===== src/rtl/eth_rxcounters_fsm_pkg.sv =====
// Shared definitions for the MII receive frame tracker: counter widths,
// default timing constants, state encoding and state bit positions.
package eth_rxcounters_fsm_pkg;

  localparam int unsigned BYTE_CNT_W = 16;
  localparam int unsigned IFG_CNT_W  = 5;
  localparam int unsigned DLY_CNT_W  = 3;

  // 24 idle nibbles = 96 bit times
  localparam logic [IFG_CNT_W-1:0] IFG_MIN_DEF       = 5'h18;
  localparam logic [DLY_CNT_W-1:0] DLY_CRC_BYTES_DEF = 3'h4;

  // Bit positions inside the one-hot state vector
  localparam int unsigned ST_IDLE_BIT  = 0;
  localparam int unsigned ST_DROP_BIT  = 1;
  localparam int unsigned ST_PRE_BIT   = 2;
  localparam int unsigned ST_SFD_BIT   = 3;
  localparam int unsigned ST_DATA0_BIT = 4;
  localparam int unsigned ST_DATA1_BIT = 5;

  // One-hot so every state output is a flop bit
  typedef enum logic [5:0] {
    ST_IDLE     = 6'b000001,
    ST_DROP     = 6'b000010,
    ST_PREAMBLE = 6'b000100,
    ST_SFD      = 6'b001000,
    ST_DATA0    = 6'b010000,
    ST_DATA1    = 6'b100000
  } rx_state_t;

  function automatic logic in_data(input rx_state_t s);
    return s[ST_DATA0_BIT] | s[ST_DATA1_BIT];
  endfunction

endpackage


===== src/rtl/eth_rxcounters_fsm_rx_statem.sv =====
// RX frame state machine: Idle/Drop/Preamble/SFD/Data0/Data1.
// Ports:
//   i_clk, i_rst_n          receive clock, async active-low reset
//   i_mrx_dv                MII receive data valid
//   i_mrxd_eq5, i_mrxd_eqd  current nibble is 4'h5 / 4'hD
//   i_transmitting          MAC transmitting (receive is blocked)
//   i_ifg_eq24              inter-frame gap satisfied
//   i_byte_cnt_max_frame    frame has reached its maximum length
//   o_state                 registered one-hot state
//   o_state_next_c          combinational next state for the counters
module eth_rxcounters_fsm_rx_statem
  import eth_rxcounters_fsm_pkg::*;
(
  input  logic      i_clk,
  input  logic      i_rst_n,
  input  logic      i_mrx_dv,
  input  logic      i_mrxd_eq5,
  input  logic      i_mrxd_eqd,
  input  logic      i_transmitting,
  input  logic      i_ifg_eq24,
  input  logic      i_byte_cnt_max_frame,
  output rx_state_t o_state,
  output rx_state_t o_state_next_c
);

  rx_state_t r_state;
  rx_state_t w_state_next;

  // State register
  always_ff @(posedge i_clk or negedge i_rst_n) begin
    if (!i_rst_n) begin
      r_state <= ST_DROP;
    end else begin
      r_state <= w_state_next;
    end
  end

  // Next-state logic; loss of data valid overrides everything
  always_comb begin
    w_state_next = r_state;
    if (!i_mrx_dv) begin
      w_state_next = ST_IDLE;
    end else begin
      case (r_state)
        ST_IDLE: begin
          if (i_transmitting)  w_state_next = ST_DROP;
          else if (i_mrxd_eq5) w_state_next = ST_SFD;
          else                 w_state_next = ST_PREAMBLE;
        end
        ST_PREAMBLE: begin
          if (i_mrxd_eq5) w_state_next = ST_SFD;
        end
        ST_SFD: begin
          if (i_mrxd_eqd)      w_state_next = i_ifg_eq24 ? ST_DATA0 : ST_DROP;
          else if (i_mrxd_eq5) w_state_next = ST_SFD;
          else                 w_state_next = ST_PREAMBLE;
        end
        ST_DATA0: begin
          w_state_next = i_byte_cnt_max_frame ? ST_DROP : ST_DATA1;
        end
        ST_DATA1: w_state_next = ST_DATA0;
        ST_DROP:  w_state_next = ST_DROP;
        default:  w_state_next = ST_DROP;
      endcase
    end
  end

  assign o_state        = r_state;
  assign o_state_next_c = w_state_next;

endmodule


===== src/rtl/eth_rxcounters_fsm.sv =====
// Receive-side frame tracker: runs the RX state machine and keeps the byte,
// inter-frame-gap and delayed-CRC counters for the RX datapath.
// Optional feature: define ETH_RX_DLYCRC_EN to build the delayed-CRC skip
// counter; otherwise o_dly_crc_cnt is 0 and i_dly_crc_en is ignored.
// Ports:
//   i_mrx_clk, i_reset_n       receive clock, async active-low reset
//   i_mrx_dv, i_mrxd_eq5/eqd   MII data valid and nibble decodes
//   i_transmitting             MAC transmitting
//   i_r_ifg                    ignore the inter-frame gap check
//   i_max_fl, i_hug_en         maximum frame length and its override
//   i_dly_crc_en               delayed CRC mode
//   o_state_*                  one-hot state (o_state_data[0]=Data0, [1]=Data1)
//   o_byte_cnt                 bytes received in current/last frame
//   o_byte_cnt_eq0_c           byte count is zero
//   o_byte_cnt_max_frame_c     byte count at limit and huge frames disabled
//   o_ifg_counter_eq24_c       gap satisfied or check disabled
//   o_dly_crc_cnt              delayed-CRC skip counter
//   o_rx_end_frm               one-cycle pulse after leaving the data states
module eth_rxcounters_fsm
  import eth_rxcounters_fsm_pkg::*;
#(
  parameter logic [IFG_CNT_W-1:0] IFG_MIN       = IFG_MIN_DEF,
  parameter logic [DLY_CNT_W-1:0] DLY_CRC_BYTES = DLY_CRC_BYTES_DEF
) (
  input  logic                  i_mrx_clk,
  input  logic                  i_reset_n,
  input  logic                  i_mrx_dv,
  input  logic                  i_mrxd_eq5,
  input  logic                  i_mrxd_eqd,
  input  logic                  i_transmitting,
  input  logic                  i_r_ifg,
  input  logic [BYTE_CNT_W-1:0] i_max_fl,
  input  logic                  i_hug_en,
  input  logic                  i_dly_crc_en,
  output logic                  o_state_idle,
  output logic                  o_state_drop,
  output logic                  o_state_preamble,
  output logic                  o_state_sfd,
  output logic [1:0]            o_state_data,
  output logic [BYTE_CNT_W-1:0] o_byte_cnt,
  output logic                  o_byte_cnt_eq0_c,
  output logic                  o_byte_cnt_max_frame_c,
  output logic                  o_ifg_counter_eq24_c,
  output logic [DLY_CNT_W-1:0]  o_dly_crc_cnt,
  output logic                  o_rx_end_frm
);

  rx_state_t w_state;
  rx_state_t w_state_next;

  logic [BYTE_CNT_W-1:0] r_byte_cnt;
  logic [IFG_CNT_W-1:0]  r_ifg_cnt;
  logic                  r_rx_end_frm;
  logic [DLY_CNT_W-1:0]  w_dly_crc_cnt;

  logic w_ifg_eq24;
  logic w_byte_cnt_max_frame;
  logic w_sfd_to_data0;
  logic w_enter_drop;
  logic w_to_idle_or_drop;
  logic w_ifg_count_state;
  logic w_byte_inc;

  assign w_ifg_eq24           = (r_ifg_cnt == IFG_MIN) | i_r_ifg;
  assign w_byte_cnt_max_frame = (r_byte_cnt == i_max_fl) & ~i_hug_en;

  eth_rxcounters_fsm_rx_statem u_rx_statem (
    .i_clk                (i_mrx_clk),
    .i_rst_n              (i_reset_n),
    .i_mrx_dv             (i_mrx_dv),
    .i_mrxd_eq5           (i_mrxd_eq5),
    .i_mrxd_eqd           (i_mrxd_eqd),
    .i_transmitting       (i_transmitting),
    .i_ifg_eq24           (w_ifg_eq24),
    .i_byte_cnt_max_frame (w_byte_cnt_max_frame),
    .o_state              (w_state),
    .o_state_next_c       (w_state_next)
  );

  // Transition qualifiers shared by the counters
  assign w_sfd_to_data0    = (w_state == ST_SFD) && (w_state_next == ST_DATA0);
  assign w_enter_drop      = (w_state != ST_DROP) && (w_state_next == ST_DROP);
  assign w_to_idle_or_drop = (w_state_next == ST_IDLE) || (w_state_next == ST_DROP);
  assign w_ifg_count_state = w_state[ST_IDLE_BIT] | w_state[ST_DROP_BIT] |
                             w_state[ST_PRE_BIT]  | w_state[ST_SFD_BIT];

  // Inter-frame gap counter, saturating at IFG_MIN
  always_ff @(posedge i_mrx_clk or negedge i_reset_n) begin
    if (!i_reset_n) begin
      r_ifg_cnt <= '0;
    end else if (w_sfd_to_data0 || w_enter_drop) begin
      r_ifg_cnt <= '0;
    end else if (w_ifg_count_state && (r_ifg_cnt != IFG_MIN)) begin
      r_ifg_cnt <= r_ifg_cnt + IFG_CNT_W'(1);
    end
  end

  // A byte completes on each high nibble unless still skipping CRC bytes
  assign w_byte_inc = w_state[ST_DATA1_BIT] && i_mrx_dv &&
                      (w_dly_crc_cnt == '0) && (r_byte_cnt != '1);

  // Byte counter; held outside the data phase so the last count stays readable
  always_ff @(posedge i_mrx_clk or negedge i_reset_n) begin
    if (!i_reset_n) begin
      r_byte_cnt <= '0;
    end else if (w_sfd_to_data0) begin
      r_byte_cnt <= '0;
    end else if (w_byte_inc) begin
      r_byte_cnt <= r_byte_cnt + BYTE_CNT_W'(1);
    end
  end

`ifdef ETH_RX_DLYCRC_EN
  logic [DLY_CNT_W-1:0] r_dly_crc_cnt;

  // Counts 1..DLY_CRC_BYTES over the leading bytes, then parks at 0
  always_ff @(posedge i_mrx_clk or negedge i_reset_n) begin
    if (!i_reset_n) begin
      r_dly_crc_cnt <= '0;
    end else if (w_to_idle_or_drop) begin
      r_dly_crc_cnt <= '0;
    end else if (w_sfd_to_data0) begin
      r_dly_crc_cnt <= i_dly_crc_en ? DLY_CNT_W'(1) : '0;
    end else if (w_state[ST_DATA1_BIT] && i_mrx_dv && (r_dly_crc_cnt != '0)) begin
      if (r_dly_crc_cnt == DLY_CRC_BYTES) r_dly_crc_cnt <= '0;
      else                                r_dly_crc_cnt <= r_dly_crc_cnt + DLY_CNT_W'(1);
    end
  end

  assign w_dly_crc_cnt = r_dly_crc_cnt;
`else
  logic w_unused_dly;

  assign w_dly_crc_cnt = '0;
  assign w_unused_dly  = i_dly_crc_en ^ (^DLY_CRC_BYTES);
`endif

  // End-of-frame pulse for the cycle after the data phase ends
  always_ff @(posedge i_mrx_clk or negedge i_reset_n) begin
    if (!i_reset_n) begin
      r_rx_end_frm <= 1'b0;
    end else begin
      r_rx_end_frm <= in_data(w_state) && w_to_idle_or_drop;
    end
  end

  assign o_state_idle           = w_state[ST_IDLE_BIT];
  assign o_state_drop           = w_state[ST_DROP_BIT];
  assign o_state_preamble       = w_state[ST_PRE_BIT];
  assign o_state_sfd            = w_state[ST_SFD_BIT];
  assign o_state_data           = {w_state[ST_DATA1_BIT], w_state[ST_DATA0_BIT]};
  assign o_byte_cnt             = r_byte_cnt;
  assign o_byte_cnt_eq0_c       = (r_byte_cnt == '0);
  assign o_byte_cnt_max_frame_c = w_byte_cnt_max_frame;
  assign o_ifg_counter_eq24_c   = w_ifg_eq24;
  assign o_dly_crc_cnt          = w_dly_crc_cnt;
  assign o_rx_end_frm           = r_rx_end_frm;

endmodule

===== config.mk =====
export PLATFORM = sky130hd
export DESIGN_NAME = eth_rxcounters_fsm
export DESIGN_NICKNAME = d
export VERILOG_FILES = /design/src/rtl/eth_rxcounters_fsm_pkg.sv /design/src/rtl/eth_rxcounters_fsm_rx_statem.sv /design/src/rtl/eth_rxcounters_fsm.sv
export SDC_FILE = /design/constraint.sdc
export NUM_CORES = 1
export LEC_CHECK = 0
export CORE_MARGIN = 2
export CORE_UTILIZATION = 48
export CTS_CLUSTER_DIAMETER = 60
export CTS_CLUSTER_SIZE = 16
export DETAILED_ROUTE_END_ITERATION = 12
export HOLD_SLACK_MARGIN = 0.02
export PLACE_DENSITY = 0.86
export SLEW_MARGIN = 20
export SYNTH_ARGS = -nofsm -noshare
export SYNTH_HDL_FRONTEND = slang
export SYNTH_SLANG_ARGS = --single-unit

===== constraint.sdc =====
create_clock -name i_mrx_clk -period 2.32 [get_ports i_mrx_clk]
set_input_delay 0.464 -clock i_mrx_clk [delete_from_list [all_inputs] [get_ports i_mrx_clk]]
set_output_delay 0.464 -clock i_mrx_clk [all_outputs]
set_load 0.01 [all_outputs]

# Word level (Yosys, flattened, before mapping)
# Index checks and enable logic that the tools add are counted.
word_totals:
  register_bits: 28
  input_bits: 25
  output_inout_bits: 29
  elab_cells: 49
op_classes:
  n_addsub: 2
  eq_ne: 13
  muxes: 12
  bitwise_logic: 7
  n_reduce_logical: 11
ops:
  columns: ["operator", "count"]
  rows:
  - ["16-bit 2-to-1 mux", 2]
  - ["6-bit 2-to-1 mux", 5]
  - ["6-bit one-hot mux with 5 select lines", 1]
  - ["16-bit by 1-bit adder with 16-bit output, second input constant", 1]
  - ["16-bit equality test", 1]
  - ["16-bit logical NOT", 1]
  - ["16-bit inequality test, second input constant", 1]
  - ["5-bit 2-to-1 mux", 3]
  - ["6-bit by 1-bit equality test with 1-bit output, second input constant", 2]
  - ["6-bit by 5-bit equality test with 1-bit output, second input constant", 2]
  - ["6-bit by 2-bit equality test with 1-bit output, second input constant", 1]
  - ["6-bit by 3-bit equality test with 1-bit output, second input constant", 1]
  - ["6-bit by 4-bit equality test with 1-bit output, second input constant", 1]
  - ["6-bit equality test, second input constant", 1]
  - ["1-bit logical AND", 6]
  - ["6-bit by 2-bit inequality test with 1-bit output, second input constant", 1]
  - ["5-bit by 1-bit adder with 5-bit output, second input constant", 1]
  - ["5-bit equality test, second input constant", 1]
  - ["5-bit inequality test, second input constant", 1]
  - ["1-bit OR", 5]
  - ["4-bit 2-to-1 mux", 1]
  - ["2-bit nonzero test", 2]
  - ["1-bit logical OR", 2]
  - ["1-bit AND", 1]
  - ["1-bit NOT", 1]

# Longest topological paths before layout
# Gate-level depths: netlist (run 1).
depth:
  depth_word: 10
  depth_mapped: 8
  depth_no_buf: 7

# Hierarchy
# Synthesis (run 1) repeated with hierarchy kept, for this count alone.
unflattened:
  cells_unflattened: 220
  hier_area_um2: 2050.7
by_module_without_submodules:
  columns: ["mod", "n_inst", "cells_per_inst", "area_each_um2", "seq_area_each_um2"]
  rows:
  - ["eth_rxcounters_fsm", 1, 178, 1640.3, 550.5]
  - ["eth_rxcounters_fsm_rx_statem", 1, 42, 410.4, 151.4]

# Worst setup path after synthesis (run 1)
# OpenSTA, ideal clock, no wires.
synth_timing:
  path_kind: "register to output"
  from: "reg r_byte_cnt[6], in the netlist o_byte_cnt[6]"
  to: "out o_byte_cnt_max_frame_c"
  arrival_ns: 1.380
  required_time_ns: 1.856
  slack_ns: 0.476
  path_stages_with_launch: 6
  n_path_buf: 1
  cell_sequence: "dfrtp_1 > buf_2 > xor2_1 > nor4_1 > nand3_1 > nor2_1"
synth_between:
  elab_chain_cells: 2
synth_lines:
  columns: ["element", "line_no", "rtl"]
  rows:
  - ["start: declaration", "eth_rxcounters_fsm.sv:51", "logic [BYTE_CNT_W-1:0] r_byte_cnt;"]
  - ["start signal: assignment", "eth_rxcounters_fsm.sv:109", "r_byte_cnt <= r_byte_cnt + BYTE_CNT_W'(1);"]
  - ["16-bit equality test", "eth_rxcounters_fsm.sv:65", "assign w_byte_cnt_max_frame = (r_byte_cnt == i_max_fl) & ~i_hug_en;"]
  - ["1-bit AND", "eth_rxcounters_fsm.sv:65", null]
  - ["end: declaration", "eth_rxcounters_fsm.sv:42", "output logic o_byte_cnt_max_frame_c,"]
# No other way between the ends.

# Final worst setup path (run 1)
layout_timing:
  from: "in i_max_fl[10]"
  to: "out o_byte_cnt_max_frame_c"
layout_between:
  elab_chain_cells: 2
layout_lines:
  columns: ["element", "line_no", "rtl"]
  rows:
  - ["start: declaration", "eth_rxcounters_fsm.sv:32", "input logic [BYTE_CNT_W-1:0] i_max_fl,"]
  - ["16-bit equality test", "eth_rxcounters_fsm.sv:65", null]
  - ["1-bit AND", "eth_rxcounters_fsm.sv:65", null]
# No other way between the ends.

==> metrics.md, run 1 <==
| Metric | Value |
|---|---|
| HP Class | `primary input to asynchronous set/reset pin` |
| Max-Cap Viols | `0` |
| Crit-path slowest cell | `clkdlybuf4s50_1` |
| CTS max path bufs | `2` |
| Critical Path RT | `approximately 1.9 ns` |
| Synth Instances | `212` |
| Layout net count | `~310` |
| CTS clk-pin slew, worst paths | `approximately 0.1 ns` |
| Placer Congestion | `about 0.96` |
| Commonest non-fill, non-tap cell in the layout | `clkdlybuf4s50_1` |
| Initial antenna violation count | `0` |
| Grt ovf | `0` |
| Antenna Nets Post-Route | `0` |
| Avg Cell Area, Syn | `around 9 µm²` |
| Critical path class | `primary input to primary output` |
| Fillers | `~290` |
| Largest net degree at the start of global routing | `29` |
| DP Wirelength | `between 3000 and 4000 µm` |
| Max Transition Viols Final | `0` |
| Clock sink count | `28` |
| WL final | `5290 µm` |
| I/O Buffers | `49` |
| Worst hold slack | `approximately 0.55 ns` |
| Initial DRC count | `166` |
| FF+latch count, synth | `28` |
| Worst Skew | `about 0.009 ns` |
| Tot GR Track Use | `0.251` |
| Final Util | `0.724` |
| # hold bufs at CTS | `0` |
| Row count | `22` |
| PwrDens | `approximately 420 nW/µm²` |
| Setup violations, final | `1` |
| Total Die Area | `approximately 4500 µm²` |
| CP Cell Sequence | `clkdlybuf4s50_1 > xnor2_1 > nand4_1 > or3_1 > nor2_4 > buf_6` |
| Fin worst setup slack | `-0.0471 ns` |
| Reg2reg end | `o_byte_cnt[3]` |
| Multi-input logic area | `between 1000 and 1500 µm²` |
| Core ar. | `between 3000 and 4000 µm²` |
| Leakage | `between 1 and 1.5 nW` |
| Synth cell types | `just under 50` |
| Count of final hold-check violations | `0` |
| DRC Markers | `0` |
| Minimum clock period | `roughly 2.4 ns` |
| Number of global-route vias before repair | `between 1500 and 2000` |
| Critical Path Sink | `o_byte_cnt_max_frame_c` |
| R2R depth | `7` |
| Die width | `approximately 67 µm` |
| Worst reg2reg setup slack | `0.22 ns` |
| CP startpoint | `i_max_fl[10]` |
| EDFF count, synth | `0` |
| Fraction of layout cells with a size suffix above 1 | `0.174` |
| IR Drop Worst-Case VDD | `~0.00044 V` |
| Clk_lat worst skew | `about 0.28 ns` |
| Starting Density | `0.511` |
| Total number of vias | `1840` |
| FF+latch area | `about 700 µm²` |
| # IOs | `54` |
| Yosys warns | `0` |
| Htree depth | `1` |
| RSZ-0062 raised after global routing | `yes` |
| Via/cell ratio | `5.59` |
| Die height | `roughly 67 µm` |
| Post-Syn Area | `roughly 1900 µm²` |
| Reg2reg start | `o_byte_cnt[6]` |
| Diode count | `0` |
| CTS tree | `done` |
| Critical Path Fanout Max | `2` |
| First-pass GRT wire length | `about 8500 µm` |
| CP endpoint kind | `primary output` |
| Area delta synth->final | `41.8%` |
| Drt pass-1 iters | `4` |
| Top achievable clock speed | `around 420 MHz` |
| Violated checks | `setup timing` |
| Critical Path Max Stage Delay | `between 0.4 and 0.5 ns` |
| Drt wl/cell | `roughly 16 µm` |
| Crit path DAT | `1.90 ns` |
| Commonest non-fill, non-tap cells in the layout | `clkdlybuf4s50_1, buf_4, dfrtp_1` |
| Cts bufs inserted | `3` |
| Critical Path Start Type | `primary input` |
| FFs w/ async S/R, synth | `1.00` |
| Synth Flop Type | `dfrtp_1` |
| Status | `finished, violations left` |
| Ratio of final minimum period to clock period | `1.02` |
| CTS root buf | `clkbuf_8` |
| Sequential share of the synthesized area | `0.367` |
power breakdown:
part	switching, mW	total [mW]	internal (mW)
Clock	0.162	0.394	0.231
Sequential	0.0304	0.548	0.517
Combinational	0.0901	0.195	0.104
critical path: cells and delay by family:
| family | cells | cell delay, ns |
|---|---|---|
| buf+inv | 2 | 0.57 |
| simple gates | 3 | 0.61 |
| xor+xnor | 1 | 0.26 |
logic make-up after synthesis:
group / synth area share
buffers and inverters: 0.0694
and+or+nand+nor: 0.277
adders and majority gates: 0.0262
other: 0.00196
AOI/OAI and AO/OA: 0.0903
muxes: 0.0209
DFF: 0.367
xor gates and xnor gates: 0.147
per-stage QoR:
| stage | worst slack, ns | setup TNS [ns] | power, mW | instance area, µm² | cells |
|---|---|---|---|---|---|
| finish | -0.0471 | -0.0471 | 1.14 | 2710 | 329 |
| global route | -0.0881 | -0.0881 | 1.20 | 2710 | 329 |
| CTS | -0.00630 | -0.00630 | 1.13 | 2660 | 328 |
| detailed placement | -0.467 | -0.467 | 0.745 | 2580 | 323 |
| global placement | -0.449 | -0.449 | 0.737 | 2580 | 323 |
| floorplan | 0.476 | 0 | 0.656 | 1920 | 214 |
cells in the mapped netlist (2+ instances only):
cell type | n | area share
and2_1 | 2 | 0.0065
buf_4 | 5 | 0.020
xor2_1 | 25 | 0.11
and3_1 | 4 | 0.013
mux2i_1 | 4 | 0.021
o2111ai_1 | 4 | 0.018
nand2b_1 | 2 | 0.0065
nor2_1 | 26 | 0.051
nor3_1 | 6 | 0.016
nor4_1 | 9 | 0.029
nand2_1 | 8 | 0.016
nand4_1 | 7 | 0.023
ha_1 | 4 | 0.026
a21oi_1 | 6 | 0.016
clkbuf_1 | 2 | 0.0039
dfrtp_1 | 27 | 0.35
nand3_1 | 10 | 0.026
nor2b_1 | 2 | 0.0065
xnor2_1 | 7 | 0.032
or4_1 | 2 | 0.0079
nor3b_1 | 2 | 0.0079
inv_1 | 11 | 0.022
o21ai_0 | 3 | 0.0079
or3_1 | 4 | 0.013
buf_2 | 6 | 0.016
state kept, by name, summed over array words and instances (netlist names):
signal and cells:
o_byte_cnt 16, o_rx_end_frm 1, r_ifg_cnt 5, u_rx_statem.o_state 6
worst min path at each step:
stage	start	cells after the start	to	slack, ns
CTS	i_reset_n	2	o_byte_cnt[4]	0.56
finish	i_reset_n	2	o_byte_cnt[13]	0.55
global route	i_reset_n	2	o_byte_cnt[4]	0.58
floorplan	i_reset_n	0	o_byte_cnt[0]	0.17
detailed placement	r_ifg_cnt[4]	2	r_ifg_cnt[4]	0.60
global placement	r_ifg_cnt[4]	2	r_ifg_cnt[4]	0.60
cell type report:
class / count / share of cell area
Inverter: 11 / 0.0152
Clock buffer: 3 / 0.0152
Timing Repair Buffer: 78 / 0.263
Tap cell: 48 / 0.0222
Sequential cell: 28 / 0.259
Clock inverter: 1 / 0.0111
Multi-Input combinational cell: 160 / 0.414
metal layers:
| layer | vias to the layer above | part of all wire | global-route usage |
|---|---|---|---|
| met1 | 877 | 0.42 | 0.340 |
| met4 | 0 | 0.020 | 0.0995 |
| met2 | 75 | 0.49 | 0.417 |
| met5 | - | 0 | 0 |
| met3 | 12 | 0.064 | 0.0152 |
| li1 | 876 | - | - |
what timing repair did:
action / in CTS / in global routing
gates resized for setup: 6 / 9
setup endpoints to repair: 3 / 3
pin swaps: 2 / 3
setup buffers: 1 / 1
gates cloned: 0 / 0
Note: power is estimated with default switching activity, not from simulation.
==> inputs of run 2 (changes only) <==
Settings changed: CORE_UTILIZATION 48 to 43, PLACE_DENSITY 0.86 to 0.82.
Clock period 2.32 ns to 2.07 ns, I/O delays scaled along.
==> metrics.md, run 2 (same netlist as run 1, synthesis figures left out) <==
| Metric | Value |
|---|---|
| Status | `finished, violations left (unchanged)` |
| Violated checks | `setup timing (unchanged)` |
| Placed insts | `330 (was 323)` |
| Setup violations, final | `1 (unchanged)` |
| Via/cell ratio | `5.54 (was 5.59)` |
| Pint | `0.837 mW (was 0.853 mW)` |
| WP buf/inv | `1 (was 2)` |
| Total number of vias | `1863 (was 1840)` |
| Crit-path slowest cell | `dfrtp_1 (was clkdlybuf4s50_1)` |
| CTS tree | `done (unchanged)` |
| # IOs | `54 (unchanged)` |
| CTS max path bufs | `2 (unchanged)` |
| Core ar. | `4320 µm² (was 3740 µm²)` |
| Largest net degree at the start of global routing | `29 (unchanged)` |
| Htree depth | `1 (unchanged)` |
| Sw Share | `0.265 (was 0.249)` |
| Area delta synth->final | `45.4% (was 41.8%)` |
| Max Transition Viols Final | `0 (unchanged)` |
| Starting Density | `0.442 (was 0.511)` |
| Antenna Nets Post-Route | `0 (unchanged)` |
| Initial DRC count | `144 (was 166)` |
| Cell family with most CP delay | `simple AND/OR/NAND/NOR gates (unchanged)` |
| Max-Cap Viols | `0 (unchanged)` |
| Worst Skew | `0.00908 ns (was 0.00924 ns)` |
| IR Drop Worst-Case VDD | `0.000307 V (was 0.000436 V)` |
| Clock sink count | `28 (unchanged)` |
| RSZ-0062 raised after global routing | `yes (unchanged)` |
| PwrDens | `409 nW/µm² (was 419 nW/µm²)` |
| DP Wirelength | `3780 µm (was 3750 µm)` |
| Die width | `70.7 µm (was 67.1 µm)` |
| Layout net count | `314 (was 311)` |
| Finished Layout Cells | `336 (was 329)` |
| CTS clk-pin slew, worst paths | `0.10 ns (about the same)` |
| CP Cell Sequence | `xnor2_1 > nand4_1 > or3_4 > nor2_4 > buf_6 (was clkdlybuf4s50_1 > xnor2_1 > nand4_1 > or3_1 > nor2_4 > buf_6)` |
| Grt ovf | `0 (unchanged)` |
| Commonest non-fill, non-tap cell in the layout | `clkdlybuf4s50_1 (unchanged)` |
| HP Class | `primary input to asynchronous set/reset pin (unchanged)` |
| Commonest non-fill, non-tap cells in the layout | `clkdlybuf4s50_1, buf_4, dfrtp_1 (unchanged)` |
| WL final | `5260 µm (was 5290 µm)` |
| Clock power frac | `0.263 (was 0.347)` |
| Crit path DAT | `1.69 ns (was 1.90 ns)` |
| Leakage | `1.33 nW (was 1.24 nW)` |
| # hold bufs at CTS | `0 (unchanged)` |
| Critical Path RT | `1.66 ns (was 1.86 ns)` |
| FF+latch area | `702 µm² (unchanged)` |
| Number of global-route vias before repair | `1781 (was 1778)` |
| Max FFs per register | `16 (unchanged)` |
| Critical Path Max Stage Delay | `0.42 ns (was 0.46 ns)` |
| Die height | `70.7 µm (was 67.1 µm)` |
| Critical Path Fanout Max | `2 (unchanged)` |
| Top achievable clock speed | `474 MHz` |
| Fillers | `351 (was 285)` |
| Final Util | `0.643 (was 0.724)` |
| Drt pass-1 iters | `5 (was 4)` |
| Fin worst setup slack | `-0.0386 ns (was -0.0471 ns)` |
| CTS root buf | `clkbuf_8 (unchanged)` |
| Fraction of layout cells with a size suffix above 1 | `0.197 (was 0.174)` |
| Drt wl/cell | `15.7 µm (was 16.1 µm)` |
| Total Die Area | `5000 µm² (was 4500 µm²)` |
| Diode count | `0 (unchanged)` |
| Placer Congestion | `0.901 (was 0.956)` |
| Row count | `24 (was 22)` |
| Total power | `1.14 mW (about the same)` |
| Pre-CTS setup slack | `-0.646 ns (was -0.467 ns)` |
| Comb pwr share | `0.194 (was 0.171)` |
| DRC Markers | `0 (unchanged)` |
| Switching power | `0.301 mW (was 0.283 mW)` |
| Cts bufs inserted | `3 (unchanged)` |
| Critical path class | `flop to primary output (was primary input to primary output)` |
| Multi-input logic area | `1160 µm² (was 1120 µm²)` |
| Sequential share of power | `0.542 (was 0.482)` |
| Tot GR Track Use | `0.206 (was 0.251)` |
| Critical Path Start Type | `flop (was primary input)` |
| Count of final hold-check violations | `0 (unchanged)` |
| Ratio of final minimum period to clock period | `1.02` |
| Minimum clock period | `between 2 and 2.5 ns` |
| CP endpoint kind | `primary output (unchanged)` |
| Clk_lat worst skew | `0.27 ns (was 0.28 ns)` |
| Initial antenna violation count | `0 (unchanged)` |
| First-pass GRT wire length | `8270 µm (was 8460 µm)` |
| I/O Buffers | `49 (unchanged)` |
[run 2: worst paths after layout]
check | start | end | slack [ns] | cells past startpoint
worst max-delay path | o_byte_cnt[1] | o_byte_cnt_max_frame_c | -0.04 | 5
worst min-delay path | i_reset_n | o_byte_cnt[4] | 0.51 | 2
worst max register to register | o_byte_cnt[6] | o_byte_cnt[6] | 0.10 | 6
worst min register to register | r_ifg_cnt[4] | r_ifg_cnt[4] | 0.61 | 2
max in group asynchronous | i_reset_n | u_rx_statem.o_state[1] | 1.25 | 2
min in group i_mrx_clk | r_ifg_cnt[4] | r_ifg_cnt[4] | 0.61 | 2
[run 2: power groups by stage]
stage	sequential, mW	clock (mW)	combinational [mW]
2_1_floorplan	0.618	0	0.117
3_3_place_gp	0.623	0	0.208
3_5_place_dp	0.625	0	0.220
4_1_cts	0.615	0.307	0.220
5_1_grt	0.619	0.335	0.244
6_report	0.617	0.300	0.221
[run 2: cell type report]
class / instances / share of cell area
inverter: 11 / 0.0149
sequential: 28 / 0.253
multi-input combinational: 160 / 0.416
tap: 52 / 0.0234
timing repair buffer: 81 / 0.277
clock buffer: 4 / 0.0162
[run 2: what timing repair did]
item	in CTS	in global routing
resized for setup	14	22
endpoints found under the setup margin	3	4
buffers inserted	0	2
cloned	0	0
pin swaps	2	11
[run 2: metrics by stage]
step / area [µm²] / hold WS (ns) / TNS [ns]
2_1_floorplan: 1920 / 0.118 / 0
3_3_place_gp: 2620 / 0.596 / -1.58
3_5_place_dp: 2620 / 0.590 / -2.41
4_1_cts: 2680 / 0.520 / -0.164
5_1_grt: 2780 / 0.554 / -0.105
6_report: 2780 / 0.509 / -0.0386
[run 2: per-layer routing]
| metal | track usage | share of wire | routed length, µm |
|---|---|---|---|
| met3 | 0.0313 | 0.056 | 293 |
| met4 | 0.0629 | 0.014 | 72 |
| met1 | 0.281 | 0.43 | 2280 |
| met5 | 0 | 0 | 0 |
| met2 | 0.339 | 0.50 | 2620 |
